### src/rtl/bsg_fixed_latency_credit_buffer.sv
// Credit-gated issue into an external fixed-latency chain, with the chain output captured in an els_p-entry FIFO.
// Launch-to-v_o latency is latency_p+1; issue stalls when credits run out, so the downstream may hold yumi_i low indefinitely.
module bsg_fixed_latency_credit_buffer #(
    parameter int width_p   = 27,
    parameter int latency_p = 1,
    parameter int els_p     = 4
) (
    input  logic               clk_i,
    input  logic               reset_i,
    input  logic               v_i,
    output logic               ready_o,
    output logic               launch_o,
    input  logic [width_p-1:0] data_i,
    output logic               v_o,
    output logic [width_p-1:0] data_o,
    input  logic               yumi_i
);
    localparam int cred_w = $clog2(els_p + 1);
    localparam int ptr_w  = (els_p > 1) ? $clog2(els_p) : 1;

    logic [cred_w-1:0]  credits;
    logic [cred_w-1:0]  count;
    logic [ptr_w-1:0]   rptr;
    logic [ptr_w-1:0]   wptr;
    logic [width_p-1:0] mem [els_p];
    logic               slot_v;
    logic [latency_p:0] trk_all;

    assign ready_o  = (credits != '0) & ~reset_i;
    assign launch_o = v_i & ready_o;

    always_ff @(posedge clk_i) begin
        if (reset_i) begin
            credits <= cred_w'(els_p);
        end else if (launch_o & ~yumi_i) begin
            credits <= credits - 1'b1;
        end else if (yumi_i & ~launch_o) begin
            credits <= credits + 1'b1;
        end
    end

    if (latency_p == 0) begin : g_pass
        assign slot_v  = launch_o;
        assign trk_all = '0;
    end else begin : g_trk
        // trk[i] is set when the chain's stage i holds a launched operation
        logic [latency_p:1] trk;
        logic [latency_p:1] trk_d;

        always_comb begin
            trk_d    = trk << 1;
            trk_d[1] = launch_o;
        end

        always_ff @(posedge clk_i) begin
            if (reset_i) begin
                trk <= '0;
            end else begin
                trk <= trk_d;
            end
        end

        assign slot_v  = trk[latency_p];
        assign trk_all = {trk, 1'b0};
    end

    function automatic logic [ptr_w-1:0] ptr_next(input logic [ptr_w-1:0] p);
        return (p == ptr_w'(els_p - 1)) ? '0 : p + 1'b1;
    endfunction

    always_ff @(posedge clk_i) begin
        if (reset_i) begin
            wptr  <= '0;
            rptr  <= '0;
            count <= '0;
        end else begin
            if (slot_v) begin
                wptr <= ptr_next(wptr);
            end
            if (yumi_i) begin
                rptr <= ptr_next(rptr);
            end
            if (slot_v & ~yumi_i) begin
                count <= count + 1'b1;
            end else if (yumi_i & ~slot_v) begin
                count <= count - 1'b1;
            end
        end
    end

    always_ff @(posedge clk_i) begin
        if (slot_v) begin
            mem[wptr] <= data_i;
        end
    end

    assign v_o    = (count != '0);
    assign data_o = mem[rptr];

`ifndef SYNTHESIS
    always_ff @(posedge clk_i) begin
        if (!reset_i) begin
            assert (!(yumi_i && !v_o))
                else $error("yumi_i asserted while fifo is empty");
            assert ((int'(credits) + int'(count) + $countones(trk_all)) == els_p)
                else $error("credit accounting broken: credits=%0d count=%0d inflight=%0d",
                            credits, count, $countones(trk_all));
        end
    end
`endif
endmodule

### config.mk
export PLATFORM = sky130hd
export DESIGN_NAME = bsg_fixed_latency_credit_buffer
export DESIGN_NICKNAME = d
export VERILOG_FILES = /design/src/rtl/bsg_fixed_latency_credit_buffer.sv
export SDC_FILE = /design/constraint.sdc
export NUM_CORES = 1
export LEC_CHECK = 0
export ABC_CLOCK_PERIOD_IN_PS = 2900
export CORE_AREA = 2 2 144 118
export DETAILED_ROUTE_END_ITERATION = 16
export DIE_AREA = 0 0 146 120
export PLACE_DENSITY_LB_ADDON = 0.08
export SYNTH_ARGS = -nofsm -noshare
export SYNTH_HDL_FRONTEND = slang
export SYNTH_SLANG_ARGS = --single-unit
export TNS_END_PERCENT = 50
### constraint.sdc
create_clock -name clk_i -period 2.9 [get_ports clk_i]
set_input_delay 0.29 -clock clk_i [delete_from_list [all_inputs] [get_ports clk_i]]
set_output_delay 0.29 -clock clk_i [all_outputs]
set_load 0.05 [all_outputs]
Word level (Yosys, flattened, before mapping)
Memories as Yosys holds them, arrays and structs flattened. A register that Yosys moved wholly into a read port is not among the register bits. Cells that the tools add are included. Widths: inputs -> output; s select.

Register bits: 11. Memory bits (writable): 108. Output and inout port bits: 30. Memories: 1.

Memories: mem (words 4, bits a word 27, rd ports 1, clocked after Yosys merged registers in 1, wr ports 1, RTL line 25) `logic [width_p-1:0] mem [els_p];`.

Add/sub/neg operators: 6. Equality and inequality tests: 2. Multiplexer cells: 10. Bitwise gates (word level): 10. Reductions and logical operators: 4.

Operators by type and width (number): $mux 3 (4); $mux 2 (4); $add 3x1->3 const B (2); $and 1x1->1 (6); $reduce_bool 3->1 (2); $sub 3x1->3 const B (2); $add 2x1->2 const B (2); $eq 2x2->1 const B (2); $not 1->1 (4); $reduce_bool 2->1 (2); $mux 1 (2).

Longest topological paths before layout
Depth in word-level cells: 7. Gate-level depth with buffers: 9. Gate-level depth less buffers: 9.

Worst setup path after synthesis
No wires, ideal clock.

Kind: input to register. Start: input reset_i. End: register credits[2]. Setup time: 132 ps. Arrival time: 3141 ps. Required time: 2768 ps. Path slack: -373 ps. Stages on the path: 9. Buffers on the path: 1. Path through: clkbuf_1 > nor2_1 > and2_1 > ha_1 > inv_1 > fa_1 > xor2_1 > o21ai_0 > or3b_2.

Word-level cells in the longest chain between the ends: 6.

Ends and longest elaborated chain: from (decl) (RTL line 9) `input logic reset_i,`; $not 1->1 * (RTL line 29) `assign ready_o = (credits != '0) & ~reset_i;`; $and 1x1->1 * (RTL line 29); via ready_o (RTL line 11) `output logic ready_o,`; $and 1x1->1 * (RTL line 30) `assign launch_o = v_i & ready_o;`; via launch_o (RTL line 12) `output logic launch_o,`; $not 1->1 (RTL line 37) `end else if (yumi_i & ~launch_o) begin`; $and 1x1->1 (RTL line 37); $reduce_bool 2->1 (no line); to (signal assigned) (RTL line 34) `credits <= cred_w'(els_p);`; to (signal assigned) (RTL line 36) `credits <= credits - 1'b1;`; to (signal assigned) (RTL line 38) `credits <= credits + 1'b1;`; to (decl) (RTL line 21) `logic [cred_w-1:0] credits;`.

Mark *: on every way through the listed nets, which the timed path passes. The rest lies on a longest branch. A chain may end at the register's enable or synchronous reset.

==> PnR_summary.wiki <==
{| class="wikitable"
! Metric !! Value
|-
| Count of cells along the worst register-to-register path || 9
|-
| Launch point of the worst hold path || v_i
|-
| Number of enable-type register cells in the synthesized netlist || 108
|-
| Sequential cell area fraction in the yosys report || 76.5%
|-
| Starting Density || 28.3%
|-
| R2r startpoint || credits[0]
|-
| Count of vias placed by the detailed router || 2156
|-
| Detailed placement HPWL || 4910 um
|-
| Area of the placeable core || 16200 um2
|-
| Unique masters post-synth || 21
|-
| Leading post-synthesis cells by instance count || sky130_fd_sc_hd__edfxtp_1, sky130_fd_sc_hd__mux4_2, sky130_fd_sc_hd__dfxtp_1, sky130_fd_sc_hd__nor2_1, sky130_fd_sc_hd__inv_1
|-
| Maximum number of pins on one net before global-route repair || 28
|-
| # diodes || 0
|-
| Power per cell area || 796 nW/um2
|-
| Fraction of synthesis flops using an asynchronous set or reset pin || 0%
|-
| Drt drc || 0
|-
| Tightest Pin Transition || 832 ps
|-
| Outcome || finished clean
|-
| Capture endpoint of the worst hold path || g_trk.trk
|-
| Worst Skew || 9.22 ps
|-
| Die span in x || 146 um
|-
| Number of placed cells counting well taps || 485
|-
| Number of warnings reported in the yosys synthesis log || 0
|-
| Setup repair after global routing missed its margin || false
|-
| Buffer type at the clock tree root || sky130_fd_sc_hd__clkbuf_16
|-
| Initial DRC Count || 85
|-
| Total cell area at the placement stage || 5430 um2
|-
| Register-to-Register Setup Slack || 750 ps
|-
| Cell area after synthesis || 4580 um2
|-
| Setup Buffers After CTS || 0
|-
| Total global routing track utilization || 10.5%
|-
| Type of the tightest min-delay check || input pin to flop
|-
| Number of vias per cell after detailed routing || 4.17
|-
| Hold-fix buffers, CTS || 0
|-
| Commonest register cell after synthesis || sky130_fd_sc_hd__edfxtp_1
|-
| Layout area overhead || 32.9%
|-
| Crit path required time || 2610 ps
|-
| Filler cell count in the final layout || 1519
|-
| Final count of hold timing violations || 0
|-
| Via count of the first global-routing pass || 2300
|-
| Clock tree from TritonCTS || yes
|-
| Clock latency at the later pin of the worst-skew pair || 410 ps
|-
| WL final || 8550 um
|-
| Largest area contributor in the synthesized netlist || sky130_fd_sc_hd__edfxtp_1
|-
| Area of the die || 17500 um2
|-
| Endpoint of the worst-slack reg-to-reg timing path || credits[2]
|-
| Static Leakage || 2.01 nW
|-
| Length of the first detailed-routing pass in iterations || 4
|-
| Layout Cells excl Fill || 517
|-
| Global-route wire length before repair || 13000 um
|-
| Maximum ir drop on the vdd rail || 0.370 mV
|-
| TritonCTS Sinks || 121
|-
| Final Slew Violations || 0
|-
| Post-layout instance area || 6090 um2
|-
| Post-layout minimum cycle time || 2710 ps
|-
| Total nets after synthesis || 248
|-
| Critical Setup Path Class || flop to output port
|-
| Post-Route Setup TNS || 0 ps
|-
| Startpoint types || flop
|-
| Period Utilization, post-route || 93.5%
|-
| Relative slew slack || 44.5%
|-
| Maximum clock path buffer count || 2
|-
| Peak fanout along the critical path || 18
|-
| Arrival time at the worst endpoint || 2420 ps
|-
| H-tree lvl count || 4
|-
| Most repeated cell in the gate-level netlist after synthesis || sky130_fd_sc_hd__edfxtp_1
|-
| Overflow left after global routing || 0
|-
| Final setup violating endpoints || 0
|-
| Max capacitance violation total || 0
|-
| Routability congestion estimate from global placement || 0.650
|-
| Antenna violations before repair || 0
|-
| Post-detailed-route count of antenna-violating nets || 0
|-
| Post-cts sizing count || 0
|-
| Largest cells by area after synthesis || sky130_fd_sc_hd__edfxtp_1, sky130_fd_sc_hd__mux4_2, sky130_fd_sc_hd__dfxtp_1
|-
| Number of port buffers || 60
|-
| Portion of synthesized cell area occupied by the leading cell type || 70.8%
|-
| CTS buffer count || 17
|-
| Worst Hold Margin || 476 ps
|-
| Synthesized area per cell || 22.0 um2
|-
| Maximum clock rate || 369 MHz
|-
| Clock transition at the register clock pins on the worst setup and hold paths after CTS || 50 ps
|-
| Critical Path End Type || output port
|-
| Number of ports placed on the die boundary || 61
|-
| Number of cells produced by synthesis || 208
|-
| Die extent in y || 120 um
|-
| Routed length per placed instance || 16.5 um
|-
| Fraction of layout instances using a drive strength above 1 || 20.9%
|-
| Placement Rows || 42
|-
| Layout Nets || 324
|-
| Seq cells post-synth || 121
|-
| Worst hold path depth || 2
|}
==> registers in the layout (all words and copies together), names as in the netlist, named ones only <==
name,cells
g_trk.trk,1
mem,108
rptr,2
credits,3
count,3
wptr,2
==> worst max-delay path, stage by stage (launching register included) <==
cell and delay (ps):
sky130_fd_sc_hd__dfxtp_2 320, sky130_fd_sc_hd__buf_4 350, sky130_fd_sc_hd__mux4_1 600, sky130_fd_sc_hd__clkdlybuf4s50_1 730
==> worst max-delay path by stage <==
stage	start	to	slack (ps)
6_report	flop	data_o[2]	190
3_3_place_gp	reset_i	credits[2]	440
3_5_place_dp	reset_i	credits[2]	400
2_1_floorplan	reset_i	credits[2]	40
5_1_grt	flop	data_o[2]	50
4_1_cts	flop	data_o[2]	100
==> where the power goes <==
part / leakage, nW / total [mW] / internal [mW] / switching (mW)
logic: 0.609 / 0.543 / 0.217 / 0.326
clock network: 0.311 / 2.32 / 1.60 / 0.713
registers: 1.09 / 1.98 / 1.96 / 0.0244
total: 2.01 / 4.84 / 3.78 / 1.06
==> through the flow <==
stage                     setup WS, ps  power, mW  util [%]
after floorplan                   38.6       2.38         -
after global placement             444       2.57      33.5
after detailed placement           404       2.57      33.5
after global routing              49.3       5.02      37.6
after CTS                         98.7       4.91      37.6
final                              190       4.84      37.6
==> layout make-up <==
cell class | count | area (um2) | share of cell area [%]
sequential | 121 | 3510 | 57.6
clock buffer | 19 | 433 | 7.11
timing repair buffer | 64 | 631 | 10.4
tap | 220 | 275 | 4.52
multi-input combinational | 72 | 987 | 16.2
inverter | 8 | 30.0 | 0.493
clock inverter | 13 | 225 | 3.70
==> layout by cell type (no fill, tap or decap) <==
| cell | n |
|---|---|
| sky130_fd_sc_hd__a21oi_1 | 4 |
| sky130_fd_sc_hd__and2_1 | 1 |
| sky130_fd_sc_hd__and2_2 | 5 |
| sky130_fd_sc_hd__buf_4 | 4 |
| sky130_fd_sc_hd__bufinv_16 | 6 |
| sky130_fd_sc_hd__clkbuf_1 | 2 |
| sky130_fd_sc_hd__clkbuf_16 | 17 |
| sky130_fd_sc_hd__clkdlybuf4s50_1 | 60 |
| sky130_fd_sc_hd__clkinv_1 | 1 |
| sky130_fd_sc_hd__clkinv_2 | 2 |
| sky130_fd_sc_hd__clkinv_4 | 1 |
| sky130_fd_sc_hd__clkinvlp_4 | 3 |
| sky130_fd_sc_hd__dfxtp_1 | 11 |
| sky130_fd_sc_hd__dfxtp_2 | 2 |
| sky130_fd_sc_hd__edfxtp_1 | 108 |
| sky130_fd_sc_hd__fa_1 | 2 |
| sky130_fd_sc_hd__ha_1 | 7 |
| sky130_fd_sc_hd__inv_1 | 8 |
| sky130_fd_sc_hd__mux2i_1 | 3 |
| sky130_fd_sc_hd__mux4_1 | 7 |
| sky130_fd_sc_hd__mux4_2 | 20 |
| sky130_fd_sc_hd__nor2_1 | 9 |
| sky130_fd_sc_hd__nor2_2 | 1 |
| sky130_fd_sc_hd__nor3_1 | 2 |
| sky130_fd_sc_hd__nor3b_1 | 2 |
| sky130_fd_sc_hd__o21ai_0 | 2 |
| sky130_fd_sc_hd__or3_1 | 2 |
| sky130_fd_sc_hd__or3b_2 | 1 |
| sky130_fd_sc_hd__xor2_1 | 4 |
==> logic make-up after synthesis <==
kind of cell	share of synthesized area, %
AO/OA/AOI/OAI	0.655
XOR/XNOR	0.765
adder cells (fa/ha/maj)	2.79
flip-flops	76.5
buffers and inverters	2.18
multiplexers	14.5
AND/OR/NAND/NOR	2.65
==> per-layer routing <==
metal	global-route usage (%)	vias up	part of all wire, %
met3	4.11	10	4.8
met5	0	-	0
met4	5.28	0	1.9
met2	16.2	56	46
met1	13.0	1095	47
li1	-	995	-
Note: power is estimated with default switching activity, not from simulation.
